**src/rtl/keycode_evt_pkg.sv**
```systemverilog
// Shared definitions for the multi-key keyboard event controller: register map,
// status bit positions, scan FSM states and the event record layout.
package keycode_evt_pkg;

  localparam logic [3:0] ADDR_COMMIT = 4'd8;
  localparam logic [3:0] ADDR_CTRL   = 4'd9;

  localparam int STAT_BUSY   = 0;
  localparam int STAT_OVF    = 1;
  localparam int STAT_CERR   = 2;
  localparam int STAT_IRQ_EN = 3;
  localparam int STAT_CNT_LSB = 8;

  // Widest keycode the block can be built with; records are sized for it.
  localparam int MAX_CODE_W = 16;

  typedef enum logic [1:0] {
    IDLE = 2'd0,
    REL  = 2'd1,
    PRS  = 2'd2
  } scan_state_e;

  typedef struct packed {
    logic                  press;
    logic [MAX_CODE_W-1:0] code;
  } evt_rec_t;

endpackage

```
**src/rtl/evt_fifo.sv**
```systemverilog
// Synchronous event FIFO with occupancy count; a pop frees a slot for a push
// in the same cycle even when full.
module evt_fifo #(
  parameter int WIDTH = 9,
  parameter int DEPTH = 16
) (
  input  logic                     clk,
  input  logic                     rst_n,
  input  logic                     push,
  input  logic [WIDTH-1:0]         wdata,
  input  logic                     pop,
  output logic [WIDTH-1:0]         rdata,
  output logic                     empty,
  output logic [$clog2(DEPTH):0]   count,
  output logic                     drop
);

  localparam int AW = $clog2(DEPTH);

  logic [WIDTH-1:0] mem_q [DEPTH];
  logic [WIDTH-1:0] mem_d [DEPTH];
  logic [AW-1:0]    wr_ptr_q, wr_ptr_d;
  logic [AW-1:0]    rd_ptr_q, rd_ptr_d;
  logic [AW:0]      count_q, count_d;
  logic             full, pop_ok, push_ok;

  assign empty   = (count_q == '0);
  assign full    = (count_q == (AW+1)'(DEPTH));
  assign pop_ok  = pop & ~empty;
  assign push_ok = push & (~full | pop_ok);
  assign drop    = push & ~push_ok;
  assign rdata   = mem_q[rd_ptr_q];
  assign count   = count_q;

  always_comb begin
    mem_d    = mem_q;
    wr_ptr_d = wr_ptr_q;
    rd_ptr_d = rd_ptr_q;
    count_d  = count_q;
    if (push_ok) begin
      mem_d[wr_ptr_q] = wdata;
      wr_ptr_d        = wr_ptr_q + 1'b1;
    end
    if (pop_ok) begin
      rd_ptr_d = rd_ptr_q + 1'b1;
    end
    case ({push_ok, pop_ok})
      2'b10:   count_d = count_q + 1'b1;
      2'b01:   count_d = count_q - 1'b1;
      default: count_d = count_q;
    endcase
  end

  always_ff @(posedge clk or negedge rst_n) begin
    if (!rst_n) begin
      for (int i = 0; i < DEPTH; i++) mem_q[i] <= '0;
      wr_ptr_q <= '0;
      rd_ptr_q <= '0;
      count_q  <= '0;
    end else begin
      mem_q    <= mem_d;
      wr_ptr_q <= wr_ptr_d;
      rd_ptr_q <= rd_ptr_d;
      count_q  <= count_d;
    end
  end

endmodule

```
**src/rtl/keycode_event_ctrl.sv**
```systemverilog
// Avalon-MM keyboard peripheral: staged HID reports are committed, diffed against
// the previous report and turned into press/release events on a stream FIFO.
module keycode_event_ctrl
  import keycode_evt_pkg::*;
#(
  parameter int NUM_KEYS   = 6,
  parameter int CODE_W     = 8,
  parameter int FIFO_DEPTH = 16
) (
  input  logic                       clk_clk,
  input  logic                       reset_reset_n,
  input  logic [3:0]                 avs_address,
  input  logic                       avs_read,
  input  logic                       avs_write,
  input  logic [31:0]                avs_writedata,
  output logic [31:0]                avs_readdata,
  output logic [NUM_KEYS*CODE_W-1:0] keycodes_export,
  output logic                       evt_valid,
  input  logic                       evt_ready,
  output logic [CODE_W-1:0]          evt_code,
  output logic                       evt_press,
  output logic                       irq
);

  localparam int IDX_W = 3;
  localparam int CNT_W = $clog2(FIFO_DEPTH) + 1;
  localparam int EVT_W = CODE_W + 1;

  logic [CODE_W-1:0] stage_q [NUM_KEYS];
  logic [CODE_W-1:0] stage_d [NUM_KEYS];
  logic [CODE_W-1:0] cur_q   [NUM_KEYS];
  logic [CODE_W-1:0] cur_d   [NUM_KEYS];
  logic [CODE_W-1:0] prev_q  [NUM_KEYS];
  logic [CODE_W-1:0] prev_d  [NUM_KEYS];

  scan_state_e       state_q, state_d;
  logic [IDX_W-1:0]  idx_q, idx_d;
  logic              ovf_q, ovf_d;
  logic              cerr_q, cerr_d;
  logic              irq_en_q, irq_en_d;
  logic [31:0]       rdata_q, rdata_d;

  logic              wr_commit;
  logic [CODE_W-1:0] cand;
  logic              in_other, dup_before, emit;
  logic [EVT_W-1:0]  fifo_wdata, fifo_rdata;
  logic              fifo_empty, fifo_drop;
  logic [CNT_W-1:0]  fifo_count;
  logic [31:0]       rd_word;
  logic              unused_wdata;

  // Only the keycode field and the control bits of a write are meaningful.
  assign unused_wdata = ^avs_writedata;

  assign wr_commit = avs_write && (avs_address == ADDR_COMMIT);

  // Scan: REL walks prev against cur, PRS walks cur against prev; a code is
  // reported once, at its first slot, and only if the other report lacks it.
  always_comb begin
    cand       = '0;
    in_other   = 1'b0;
    dup_before = 1'b0;
    for (int i = 0; i < NUM_KEYS; i++) begin
      if (idx_q == IDX_W'(i)) cand = (state_q == REL) ? prev_q[i] : cur_q[i];
    end
    for (int j = 0; j < NUM_KEYS; j++) begin
      if (((state_q == REL) ? cur_q[j] : prev_q[j]) == cand) in_other = 1'b1;
      if ((IDX_W'(j) < idx_q) && (((state_q == REL) ? prev_q[j] : cur_q[j]) == cand))
        dup_before = 1'b1;
    end
    emit       = (state_q != IDLE) && (cand != '0) && !in_other && !dup_before;
    fifo_wdata = {(state_q == PRS), cand};
  end

  always_comb begin
    rd_word = '0;
    for (int i = 0; i < NUM_KEYS; i++) begin
      if (avs_address == 4'(i)) rd_word = 32'(stage_q[i]);
    end
    if (avs_address == ADDR_CTRL) begin
      rd_word[STAT_BUSY]            = (state_q != IDLE);
      rd_word[STAT_OVF]             = ovf_q;
      rd_word[STAT_CERR]            = cerr_q;
      rd_word[STAT_IRQ_EN]          = irq_en_q;
      rd_word[STAT_CNT_LSB +: 8]    = 8'(fifo_count);
    end
  end

  always_comb begin
    stage_d  = stage_q;
    cur_d    = cur_q;
    prev_d   = prev_q;
    state_d  = state_q;
    idx_d    = idx_q;
    ovf_d    = ovf_q;
    cerr_d   = cerr_q;
    irq_en_d = irq_en_q;
    rdata_d  = rdata_q;

    if (avs_write) begin
      for (int i = 0; i < NUM_KEYS; i++) begin
        if (avs_address == 4'(i)) stage_d[i] = avs_writedata[CODE_W-1:0];
      end
      if (avs_address == ADDR_CTRL) begin
        if (avs_writedata[STAT_OVF])  ovf_d  = 1'b0;
        if (avs_writedata[STAT_CERR]) cerr_d = 1'b0;
        irq_en_d = avs_writedata[STAT_IRQ_EN];
      end
    end

    case (state_q)
      IDLE: begin
        if (wr_commit) begin
          prev_d  = cur_q;
          cur_d   = stage_q;
          state_d = REL;
          idx_d   = '0;
        end
      end
      REL: begin
        if (idx_q == IDX_W'(NUM_KEYS - 1)) begin
          state_d = PRS;
          idx_d   = '0;
        end else begin
          idx_d = idx_q + 1'b1;
        end
      end
      PRS: begin
        if (idx_q == IDX_W'(NUM_KEYS - 1)) begin
          state_d = IDLE;
          idx_d   = '0;
        end else begin
          idx_d = idx_q + 1'b1;
        end
      end
      default: begin
        state_d = IDLE;
        idx_d   = '0;
      end
    endcase

    // Hardware-set sticky bits win over a software clear in the same cycle.
    if (wr_commit && (state_q != IDLE)) cerr_d = 1'b1;
    if (fifo_drop) ovf_d = 1'b1;

    if (avs_read) rdata_d = rd_word;
  end

  always_ff @(posedge clk_clk or negedge reset_reset_n) begin
    if (!reset_reset_n) begin
      for (int i = 0; i < NUM_KEYS; i++) begin
        stage_q[i] <= '0;
        cur_q[i]   <= '0;
        prev_q[i]  <= '0;
      end
      state_q  <= IDLE;
      idx_q    <= '0;
      ovf_q    <= 1'b0;
      cerr_q   <= 1'b0;
      irq_en_q <= 1'b0;
      rdata_q  <= '0;
    end else begin
      stage_q  <= stage_d;
      cur_q    <= cur_d;
      prev_q   <= prev_d;
      state_q  <= state_d;
      idx_q    <= idx_d;
      ovf_q    <= ovf_d;
      cerr_q   <= cerr_d;
      irq_en_q <= irq_en_d;
      rdata_q  <= rdata_d;
    end
  end

  evt_fifo #(
    .WIDTH (EVT_W),
    .DEPTH (FIFO_DEPTH)
  ) u_fifo (
    .clk   (clk_clk),
    .rst_n (reset_reset_n),
    .push  (emit),
    .wdata (fifo_wdata),
    .pop   (evt_ready),
    .rdata (fifo_rdata),
    .empty (fifo_empty),
    .count (fifo_count),
    .drop  (fifo_drop)
  );

  always_comb begin
    keycodes_export = '0;
    for (int i = 0; i < NUM_KEYS; i++) keycodes_export[i*CODE_W +: CODE_W] = cur_q[i];
  end

  assign avs_readdata = rdata_q;
  assign evt_valid    = ~fifo_empty;
  assign evt_code     = evt_valid ? fifo_rdata[CODE_W-1:0] : '0;
  assign evt_press    = evt_valid & fifo_rdata[CODE_W];
  assign irq          = irq_en_q & (evt_valid | ovf_q);

endmodule
```
**config.mk**
```make
export PLATFORM = sky130hd
export DESIGN_NAME = keycode_event_ctrl
export DESIGN_NICKNAME = d
export VERILOG_FILES = /design/src/rtl/keycode_evt_pkg.sv /design/src/rtl/evt_fifo.sv /design/src/rtl/keycode_event_ctrl.sv
export SDC_FILE = /design/constraint.sdc
export NUM_CORES = 1
export LEC_CHECK = 0
export ABC_AREA = 1
export CORE_UTILIZATION = 33
export DETAILED_ROUTE_END_ITERATION = 12
export SLEW_MARGIN = 30
export SYNTH_ARGS = -nofsm -noshare
export SYNTH_HDL_FRONTEND = slang
export SYNTH_SLANG_ARGS = --single-unit
```
**constraint.sdc**
```tcl
create_clock -name clk_clk -period 4.4 [get_ports clk_clk]
set_clock_uncertainty 0.1 [all_clocks]
set_input_delay 0.88 -clock clk_clk [delete_from_list [all_inputs] [get_ports clk_clk]]
set_output_delay 0.88 -clock clk_clk [all_outputs]
set_load 0.02 [all_outputs]
```
### After elaboration in Yosys (flattened, before gate mapping)

Cells that the tools add are included.

| operators by class | value |
|---|---|
| add/sub/neg operators | 5 |
| magnitude comparators | 9 |
| eq/ne operators | 32 |
| multiplexer cells | 61 |
| bitwise logic cells | 12 |
| reduce and logical (&&, ||, !) cells | 39 |

Operators with widths:

| kind | count |
|---|---|
| $mux W8 | 21 |
| $mux W32 | 5 |
| $bwmux W144 | 1 |
| $eq A8 B8 Y1 | 12 |
| $bmux W9 S4 | 1 |
| $demux W9 S4 | 1 |
| $mux W9 | 3 |
| $mux W1 | 20 |
| $reduce_and A2 Y1 | 8 |
| $reduce_bool A2 Y1 | 8 |
| $logic_and A1 B1 Y1 | 12 |
| $ge A5 B5 Y1 const B | 2 |
| $not A4 Y5 | 2 |
| $pmux W5 S2 | 1 |
| $reduce_and A3 Y1 | 3 |
| $add A4 B1 Y4 const B | 2 |
| $eq A4 B2 Y1 const B | 2 |
| $eq A4 B3 Y1 const B | 2 |
| $eq A4 B4 Y1 const B | 2 |
| $reduce_bool A8 Y1 | 1 |
| $eq A3 B2 Y1 const B | 2 |
| $eq A3 B3 Y1 const B | 2 |
| $lt A1 B3 Y1 const A | 2 |
| $lt A2 B3 Y1 const A | 2 |
| 26 further kinds | 41 |

| word-level totals | value |
|---|---|
| register bits after elaboration | 341 |
| bits of input ports | 41 |
| logic and storage cells | 201 |

### Depth between registers and ports, before layout

Gate-level depths: netlist of run 1.

| depth | value |
|---|---|
| depth after elaboration | 23 |
| depth in mapped cells | 35 |
| depth with buffers taken out | 31 |

### By module

A second synthesis of run 1 with hierarchy kept.

| second synthesis, totals | value |
|---|---|
| cells, all modules | 2,694 |
| area total of the unflattened synthesis | 19,291.0 um^2 |

Modules (own cells, without submodules):

| module | instances | cells an instance | area each (um^2) |
|---|---|---|---|
| keycode_event_ctrl | 1 | 1,492 | 10,364.9 |
| evt_fifo | 1 | 1,202 | 8,926.1 |

### Worst setup path before layout of run 1

Ideal clock, no wire load.

| timing | value |
|---|---|
| kind | flip-flop to flip-flop |
| start point | reg state_q[1] |
| end point | reg u_fifo.count_q[4] (netlist: u_fifo.count[4]) |
| setup time | 0.079 ns |
| data arrival time | 4.025 ns |
| data required time | 4.221 ns |
| slack | 0.196 ns |
| stages on the path, launching flop included | 29 |
| period minus slack after synthesis | 4.204 ns |
| path through | dfrtp_1 inv_1 ha_1 buf_2 buf_4 buf_2 nand2_1 o21ai_0 inv_1 nand2_1 nand2_4 buf_6 xor2_1 nand3_1 nor2_1 nor2_1 nand3_1 nor2_2 buf_4 nand2_2 ha_1 xor2_1 ha_1 a21oi_1 or2_2 o21ai_0 a21oi_1 o21ai_0 xor2_1 |

| on the way | value |
|---|---|
| longest elaborated chain between the ends | 21 |
| elaborated cells on any way between the ends | 61 |
| classes of those cells | eq/ne (15); mux (31); bitwise (1); reduce/logical (14) |

Ends and longest elaborated chain:

| item | line | text |
|---|---|---|
| start, declared | keycode_event_ctrl.sv:36 | `scan_state_e state_q, state_d;` |
| start signal, assigned | keycode_event_ctrl.sv:166 | `state_q <= state_d;` |
| $eq A2 B1 Y1 | keycode_event_ctrl.sv:64, keycode_event_ctrl.sv:67, keycode_event_ctrl.sv:68 |  |
| $mux W8 | keycode_event_ctrl.sv:64, keycode_event_ctrl.sv:68 |  |
| $mux W8 (6 in a row) | keycode_event_ctrl.sv:64 | `if (idx_q == IDX_W'(i)) cand = (state_q == REL) ? prev_q[i] : cur_q[i];` |
| $eq A8 B8 Y1, on equally long branches | keycode_event_ctrl.sv:67, keycode_event_ctrl.sv:68 |  |
| $mux W1 or $logic_and A1 B1 Y1 (tied branches) | keycode_event_ctrl.sv:67, keycode_event_ctrl.sv:68 |  |
| $mux W1, on equally long branches (5 in a row) | keycode_event_ctrl.sv:67, keycode_event_ctrl.sv:68 |  |
| $logic_not A1 Y1 or $mux W1 (tied branches) | keycode_event_ctrl.sv:71, keycode_event_ctrl.sv:68 |  |
| $logic_and A1 B1 Y1 or $logic_not A1 Y1 (tied branches) | keycode_event_ctrl.sv:71 | `emit = (state_q != IDLE) && (cand != '0) && !in_other && !dup_before;` |
| $logic_and A1 B1 Y1 * | keycode_event_ctrl.sv:71 |  |
| $and A1 B1 Y1 * | evt_fifo.sv:30 | `assign push_ok = push & (~full \| pop_ok);` |
| $eq A2 B1 Y1 or $eq A2 B2 Y1 (tied branches) | evt_fifo.sv:47 | `case ({push_ok, pop_ok})` |
| $pmux W5 S2 or $reduce_bool A2 Y1 (tied branches) | n/a |  |
| end signal, assigned | evt_fifo.sv:64 | `count_q <= count_d;` |
| end, declared | evt_fifo.sv:24 | `logic [AW:0] count_q, count_d;` |

Every way passes the cells marked *; elsewhere a longest branch is shown, timed or not.
A chain may end at the register's enable or synchronous reset.

### Worst setup path after layout of run 1

Same ends and word-level chain as after synthesis.

==> results.yml, run 1 <==
yosys:
  synth-adder-area-share: 0.01047
  synth.mux.area_fraction: 0.002356
  synth-seq-cells: 322
  netlist_top_cells_count: "sky130_fd_sc_hd__nand2_1 (793), sky130_fd_sc_hd__dfrtp_1 (322), sky130_fd_sc_hd__o21ai_0 (299)"
  ys_types: 46
  yosys.area.top_type: "sky130_fd_sc_hd__dfrtp_1"
  area_share_of_xor_xnor_cells_in_the_synthesized_design: 0.005956
  post_synth_and_or_nand_nor_area_fraction: 0.3305
  share_of_the_synthesized_area_in_compound_gates_ao_oa_aoi_oai: 0.1263
  synth_top_family_by_area: "simple AND/OR/NAND/NOR gates"
  postSynth.asyncResetShare: 1.000
  yosysSeqAreaShare: 0.4215
  postSynthAreaPerCell_um2: 7.308
  synthTopCellsByArea: "sky130_fd_sc_hd__dfrtp_1 (42%), sky130_fd_sc_hd__nand2_1 (16%), sky130_fd_sc_hd__o21ai_0 (7.8%), sky130_fd_sc_hd__nand4_1 (5.0%), sky130_fd_sc_hd__inv_1 (5.0%)"
  ys_warn_count: 0
  synth_ff_type: "sky130_fd_sc_hd__dfrtp_1"
  post_synth_instance_area_mm2: 0.01912
  post-synth-top-area-fraction: 0.4215
  yosysMostFrequentCell: "sky130_fd_sc_hd__nand2_1"
  synth_edf_count: 0
  post_syn_instances: 2616
critical_path:
  crit_required_ps: 4790
  timing.critical_path.fanout_max: 13
  cp.arrival_ps: 4720
  r2r_cells: 26
  worstSetupPathType: "reg2reg"
  timing.critical_path.to_type: "register"
  cp-start-kind: "register"
global_route:
  maximum_number_of_pins_on_one_net_before_global_route_repair: 165
  grt_antenna_before_repair: 0
  track_usage: 0.2220
  grt_first_pass_wirelength_um: 102800
  overflow: 0
  grt_pass1_vias: 17969
sta:
  fin_tns_setup_ps: 0
  finalSetupViolations: 0
  finalHoldViolCount: 0
  period_share: 0.9861
  setup_repair_after_global_routing_missed_its_margin: "yes"
  max_freq_mhz: 230.5
  worst_hold_slack_ps: 91.14
  finalWorstPathRequiredPeriod_ps: 4339
  worstMarginPinSlew_ps: 986.7
  timing.slew.headroom: 0.3398
  maxSlewViolCount: 0
layout:
  areaGrowthSynthToFinish_pct: 26.95
  ff_latch_area_mm2: 0.008059
  multi_input_area_mm2: 0.009692
  final_area_mm2: 0.02427
  antenna_cells: 0
  final_layout_size_suffix_gt1_frac: 0.1676
  num-nets-final: 2921
  fill_cells: 5712
placed_design:
  buffer_ports.inserted: 88
  gp_routability_congestion: 0.9287
  place_area_mm2: 0.02211
  dp_hpwl_um: 45710
route:
  detail_route.wl_per_cell_um: 18.39
  route.antenna.remaining_nets: 0
  via_count: 19038
  routed_via_density: 5.217
  postRouteWirelength_um: 67090
  drtPass1Iterations: 5
  detailedRoute.firstIterationViolations: 1508
  drc: 0
clock_tree:
  tritoncts.num_buffers: 37
  tritoncts_clock_tree: "yes"
  cts.hold.buffers_added: 0
  ctsLongestPathBuffers: 3
  clock_tree.htree_level_count: 2
  clk_transition_reported_paths_ps: 60
  cts_sinks: 322
  clock_tree.root_cell: "sky130_fd_sc_hd__clkbuf_16"
  clock_insertion_delay_worst_skew_ps: 560
run:
  timing.max_cap.violations: 0
floorplan:
  io_pins: 132
  core_area_mm2: 0.05682
  die_extent_in_y_um: 242.7
  initial_core_util: 0.3364
  die-area_mm2: 0.05890
  placement_rows: 87
  die_w_um: 242.7
run_status:
  outcome: "finished, final reports clean"
min_path:
  min-delay-path-class: "in2async"
-- critical path, stage by stage (launching register included) --
cell	delay, ps
sky130_fd_sc_hd__dfrtp_1	370
sky130_fd_sc_hd__inv_2	60
sky130_fd_sc_hd__ha_4	180
sky130_fd_sc_hd__buf_12	140
sky130_fd_sc_hd__buf_4	130
sky130_fd_sc_hd__o21ai_0	470
sky130_fd_sc_hd__nand2_2	310
sky130_fd_sc_hd__buf_12	240
sky130_fd_sc_hd__nand3b_1	80
sky130_fd_sc_hd__nand2_1	70
sky130_fd_sc_hd__nand2_1	70
sky130_fd_sc_hd__inv_2	50
sky130_fd_sc_hd__nand2_1	60
sky130_fd_sc_hd__nor2_2	60
sky130_fd_sc_hd__nor2_1	110
sky130_fd_sc_hd__nand3_2	120
sky130_fd_sc_hd__nor2_4	190
sky130_fd_sc_hd__nand2_2	100
sky130_fd_sc_hd__ha_4	190
sky130_fd_sc_hd__xor2_2	150
sky130_fd_sc_hd__ha_2	200
sky130_fd_sc_hd__a21oi_2	40
sky130_fd_sc_hd__or2_4	250
sky130_fd_sc_hd__o21ai_2	150
sky130_fd_sc_hd__a21oi_1	80
sky130_fd_sc_hd__o21ai_1	120
sky130_fd_sc_hd__xor2_1	150
-- final cells by class --
type | instances | area share
Multi-Input combinational cell | 1882 | 0.3994
Clock buffer | 53 | 0.04475
Inverter | 266 | 0.04145
Tap cell | 756 | 0.03898
Timing Repair Buffer | 355 | 0.1358
Clock inverter | 15 | 0.007579
Sequential cell | 322 | 0.3321
-- registers in the layout, summed over array words and instances, names as in the netlist --
signal / flops
idx_q: 3
u_fifo.mem_q: 144
cerr_q: 1
ovf_q: 1
u_fifo.wr_ptr_q: 4
u_fifo.count: 5
u_fifo.rd_ptr_q: 4
avs_readdata: 13
state_q: 2
irq_en_q: 1
keycodes_export: 48
stage_q: 48
prev_q: 48
-- final timing paths --
check	start	endpoint	slack [ps]
hold / removal	reset_reset_n	u_fifo.mem_q[111]	90
min in group clk_clk	u_fifo.mem_q[61]	u_fifo.mem_q[61]	360
hold reg to reg	u_fifo.mem_q[61]	u_fifo.mem_q[61]	360
setup reg to reg	state_q[1]	u_fifo.count[4]	60
setup / recovery	state_q[1]	u_fifo.count[4]	60
max in group asynchronous	reset_reset_n	stage_q[41]	3030
-- through the flow --
| step | utilization | std cells | worst slack, ps |
|---|---|---|---|
| after global routing | 0.4271 | 3649 | -166.5 |
| final | 0.4271 | 3649 | 61.04 |
| after floorplan | - | 2634 | 196.0 |
| after CTS | 0.4145 | 3619 | 1.825 |
| after detailed placement | 0.3891 | 3549 | -392.3 |
| after global placement | 0.3891 | 3549 | -350.4 |
-- layer usage --
layer | GRT usage | vias to the layer above | wire (µm)
li1 | - | 9065 | -
met1 | 0.3141 | 9107 | 29910
met2 | 0.3452 | 734 | 30150
met3 | 0.03162 | 132 | 4831
met4 | 0.07751 | 0 | 2198
met5 | 0 | - | 0
-- layout by cell type (no fill, tap or decap), types with 19 or more instances in the layout --
cell / n
sky130_fd_sc_hd__inv_1: 246
sky130_fd_sc_hd__clkdlybuf4s50_1: 87
sky130_fd_sc_hd__buf_12: 25
sky130_fd_sc_hd__nor2_1: 202
sky130_fd_sc_hd__nand3_1: 124
sky130_fd_sc_hd__nand2_1: 763
sky130_fd_sc_hd__o22ai_1: 26
sky130_fd_sc_hd__clkbuf_16: 39
sky130_fd_sc_hd__nand4_1: 153
sky130_fd_sc_hd__o221ai_1: 30
sky130_fd_sc_hd__nand2_2: 31
sky130_fd_sc_hd__o21ai_0: 284
sky130_fd_sc_hd__conb_1: 19
sky130_fd_sc_hd__a21oi_1: 53
sky130_fd_sc_hd__nand3b_1: 26
sky130_fd_sc_hd__buf_4: 230
sky130_fd_sc_hd__dfrtp_1: 321
-- cells by family (layout without fill, tap and decap cells) --
logic type                 Yosys count  after routing
buffers and inverters              433            689
xor gates and xnor gates            13             13
muxes                                4              4
other                                1             19
adders and majority gates           16             16
AOI/OAI and AO/OA                  445            445
and+or+nand+nor                   1382           1385
DFF                                322            322
-- repair_timing --
| item | 4_1_cts | 5_1_grt |
|---|---|---|
| pin swaps | 1 | 46 |
| setup endpoints to repair | 3 | 114 |
| cloned | 1 | 5 |
| gates resized for setup | 34 | 115 |
| buffers inserted | 1 | 25 |
Power of run 1 is not shown: default switching activity piles up to over one toggle a cycle in this logic, so the estimate is an artifact.
==> run 2: changes to the inputs <==
==> constraint.sdc (replaced) <==
create_clock -name clk_clk -period 4.4 [get_ports clk_clk]
set_clock_uncertainty 0.1 [all_clocks]
set_input_delay 0.66 -clock clk_clk [delete_from_list [all_inputs] [get_ports clk_clk]]
set_output_delay 0.66 -clock clk_clk [all_outputs]
set_load 0.02 [all_outputs]
==> run 2 against run 1 <==
Effect of this change: clock-buffer cell count decreased by 2; maximum frequency increased by 0.55%; global-route usage hardly changed; critical path type unchanged; critical endpoint unchanged.
==> results.yml, run 2 (synthesis results as in run 1) <==
placed_design:
  dp_worst_setup_slack_ps: -250.0
  gp_routability_congestion: 0.9275
  dp.cells: 3585
  dp_hpwl_um: 46800
  buffer_ports.inserted: 88
critical_path:
  timing.critical_path.to_type: "register"
  worstSetupPathType: "reg2reg"
  regToRegSetupSlack_ps: 80
  cp-start-kind: "register"
  max_stage_delay_ps: 390
  cp.arrival_ps: 4680
  crit_required_ps: 4770
  critical-path-top-cell-by-count: "sky130_fd_sc_hd__nand2_1"
  timing.critical_path.fanout_max: 8
  cpMaxStageDelayCell: "sky130_fd_sc_hd__dfrtp_1"
  timing.critical_path.max_delay_family: "simple AND/OR/NAND/NOR gates"
  worst-path-buf-inv: 4
floorplan:
  core_area_mm2: 0.05682
  die_w_um: 242.7
  die-area_mm2: 0.05890
  initial_core_util: 0.3364
  die_extent_in_y_um: 242.7
  placement_rows: 87
  io_pins: 132
global_route:
  maximum_number_of_pins_on_one_net_before_global_route_repair: 164
  grt_first_pass_wirelength_um: 103100
  grt_antenna_before_repair: 0
  track_usage: 0.2220
  grt_pass1_vias: 18331
  overflow: 0
sta:
  timing.slew.headroom: 0.3718
  setup_repair_after_global_routing_missed_its_margin: "yes"
  period_share: 0.9808
  max_freq_mhz: 231.7
  finalWorstPathRequiredPeriod_ps: 4315
  fin_tns_setup_ps: 0
  finalHoldViolCount: 0
  finalWorstSetupSlack_ps: 84.64
  worstMarginPinSlew_ps: 938.8
  finalSetupViolations: 0
  maxSlewViolCount: 0
  worst_hold_slack_ps: 363.6
min_path:
  min-delay-path-class: "reg2reg"
route:
  drc: 0
  routed_via_density: 5.212
  route.antenna.remaining_nets: 0
  postRouteWirelength_um: 66520
  detail_route.wl_per_cell_um: 18.12
  via_count: 19129
  drtPass1Iterations: 8
  detailedRoute.firstIterationViolations: 1944
clock_tree:
  ctsLongestPathBuffers: 3
  clk_transition_reported_paths_ps: 60
  clock_insertion_delay_worst_skew_ps: 550
  clock_tree.htree_level_count: 2
  tritoncts.num_buffers: 36
  tritoncts_clock_tree: "yes"
  cts_sinks: 322
  clock_tree.root_cell: "sky130_fd_sc_hd__clkbuf_16"
layout:
  mostFrequentLayoutCell: "sky130_fd_sc_hd__nand2_1"
  final_layout_size_suffix_gt1_frac: 0.1640
  final_cells: 3670
  largest-register: "u_fifo.mem_q"
  num-nets-final: 2947
  antenna_cells: 0
  areaGrowthSynthToFinish_pct: 25.96
  largest_reg_flops: 144
  most-common-layout-cells: "sky130_fd_sc_hd__nand2_1 (772), sky130_fd_sc_hd__dfrtp_1 (321), sky130_fd_sc_hd__o21ai_0 (279), sky130_fd_sc_hd__buf_4 (270), sky130_fd_sc_hd__inv_1 (250)"
run_status:
  outcome: "finished, final reports clean"
run:
  timing.max_cap.violations: 0
==> run 2: cell count changes in the layout (fill, tap and decap cells not counted), moves of 5 or more <==
cell,before,now
sky130_fd_sc_hd__buf_4,230,270
sky130_fd_sc_hd__buf_12,25,14
sky130_fd_sc_hd__nand2_1,763,772
sky130_fd_sc_hd__nand3_1,124,133
sky130_fd_sc_hd__nand3_2,12,3
sky130_fd_sc_hd__nand2_4,12,7
sky130_fd_sc_hd__o21ai_0,284,279
==> run 2: metrics by stage <==
step                      area (µm²)  utilization
after floorplan                19180            -
after global placement         22280       0.3921
after detailed placement       22280       0.3921
after CTS                      23670       0.4165
after global routing           24080       0.4238
final                          24080       0.4238
==> run 2: final cells by class <==
class,count,area (µm²)
fill,5758,32740
tap,756,945.9
multi-input combinational,1880,9515
timing repair buffer,384,3364
clock buffer,51,1027
inverter,266,1002
sequential,322,8059
clock inverter,11,166.4
==> run 2: path summary, 6_finish.rpt <==
path                                endpoint  cells after the start              from
min                         u_fifo.mem_q[91]                      2  u_fifo.mem_q[91]
max reg2reg                  u_fifo.count[4]                     30        state_q[1]
min in group asynchronous  u_fifo.mem_q[119]                      2     reset_reset_n
min reg2reg                 u_fifo.mem_q[91]                      2  u_fifo.mem_q[91]
max                          u_fifo.count[4]                     30        state_q[1]
max in group asynchronous    u_fifo.count[4]                      4     reset_reset_n
==> run 2: worst register-to-register path, delay by kind of cell (launching register included) <==
family                   cells  cell delay, ps
AO/OA/AOI/OAI                6             600
XOR/XNOR                     2             300
adder cells (fa/ha/maj)      3             590
buffers and inverters        4             570
flip-flops                   1             390
AND/OR/NAND/NOR             15            1680
==> run 2: repair_timing <==
item                                   in CTS  in global routing
pin swaps                                   6                 19
resized for setup                          45                 70
setup endpoints to repair                   1                  3
setup buffers                               2                 17
gates cloned                                1                  2
endpoints found under the hold margin       0                 28
hold buffers                                0                  1
==> run 2: metal layers <==
layer	vias to the layer above	global-route usage	share of wire
met1	9184	0.3167	0.46
li1	9129	-	-
met4	0	0.07529	0.027
met5	-	0	0
met2	702	0.3451	0.45
met3	114	0.02886	0.066
Power of run 2 is left out for the same reason.
==> run 3: changes to the inputs <==
--- a/config.mk
+++ b/config.mk
@@ -12,3 +12,4 @@
 export SYNTH_ARGS = -nofsm -noshare
 export SYNTH_HDL_FRONTEND = slang
 export SYNTH_SLANG_ARGS = --single-unit
+export TNS_END_PERCENT = 5
==> results of run 3 <==
No change in the layout: final DEF, timing and power equal those of run 2.
Power of run 3 is left out for the same reason.
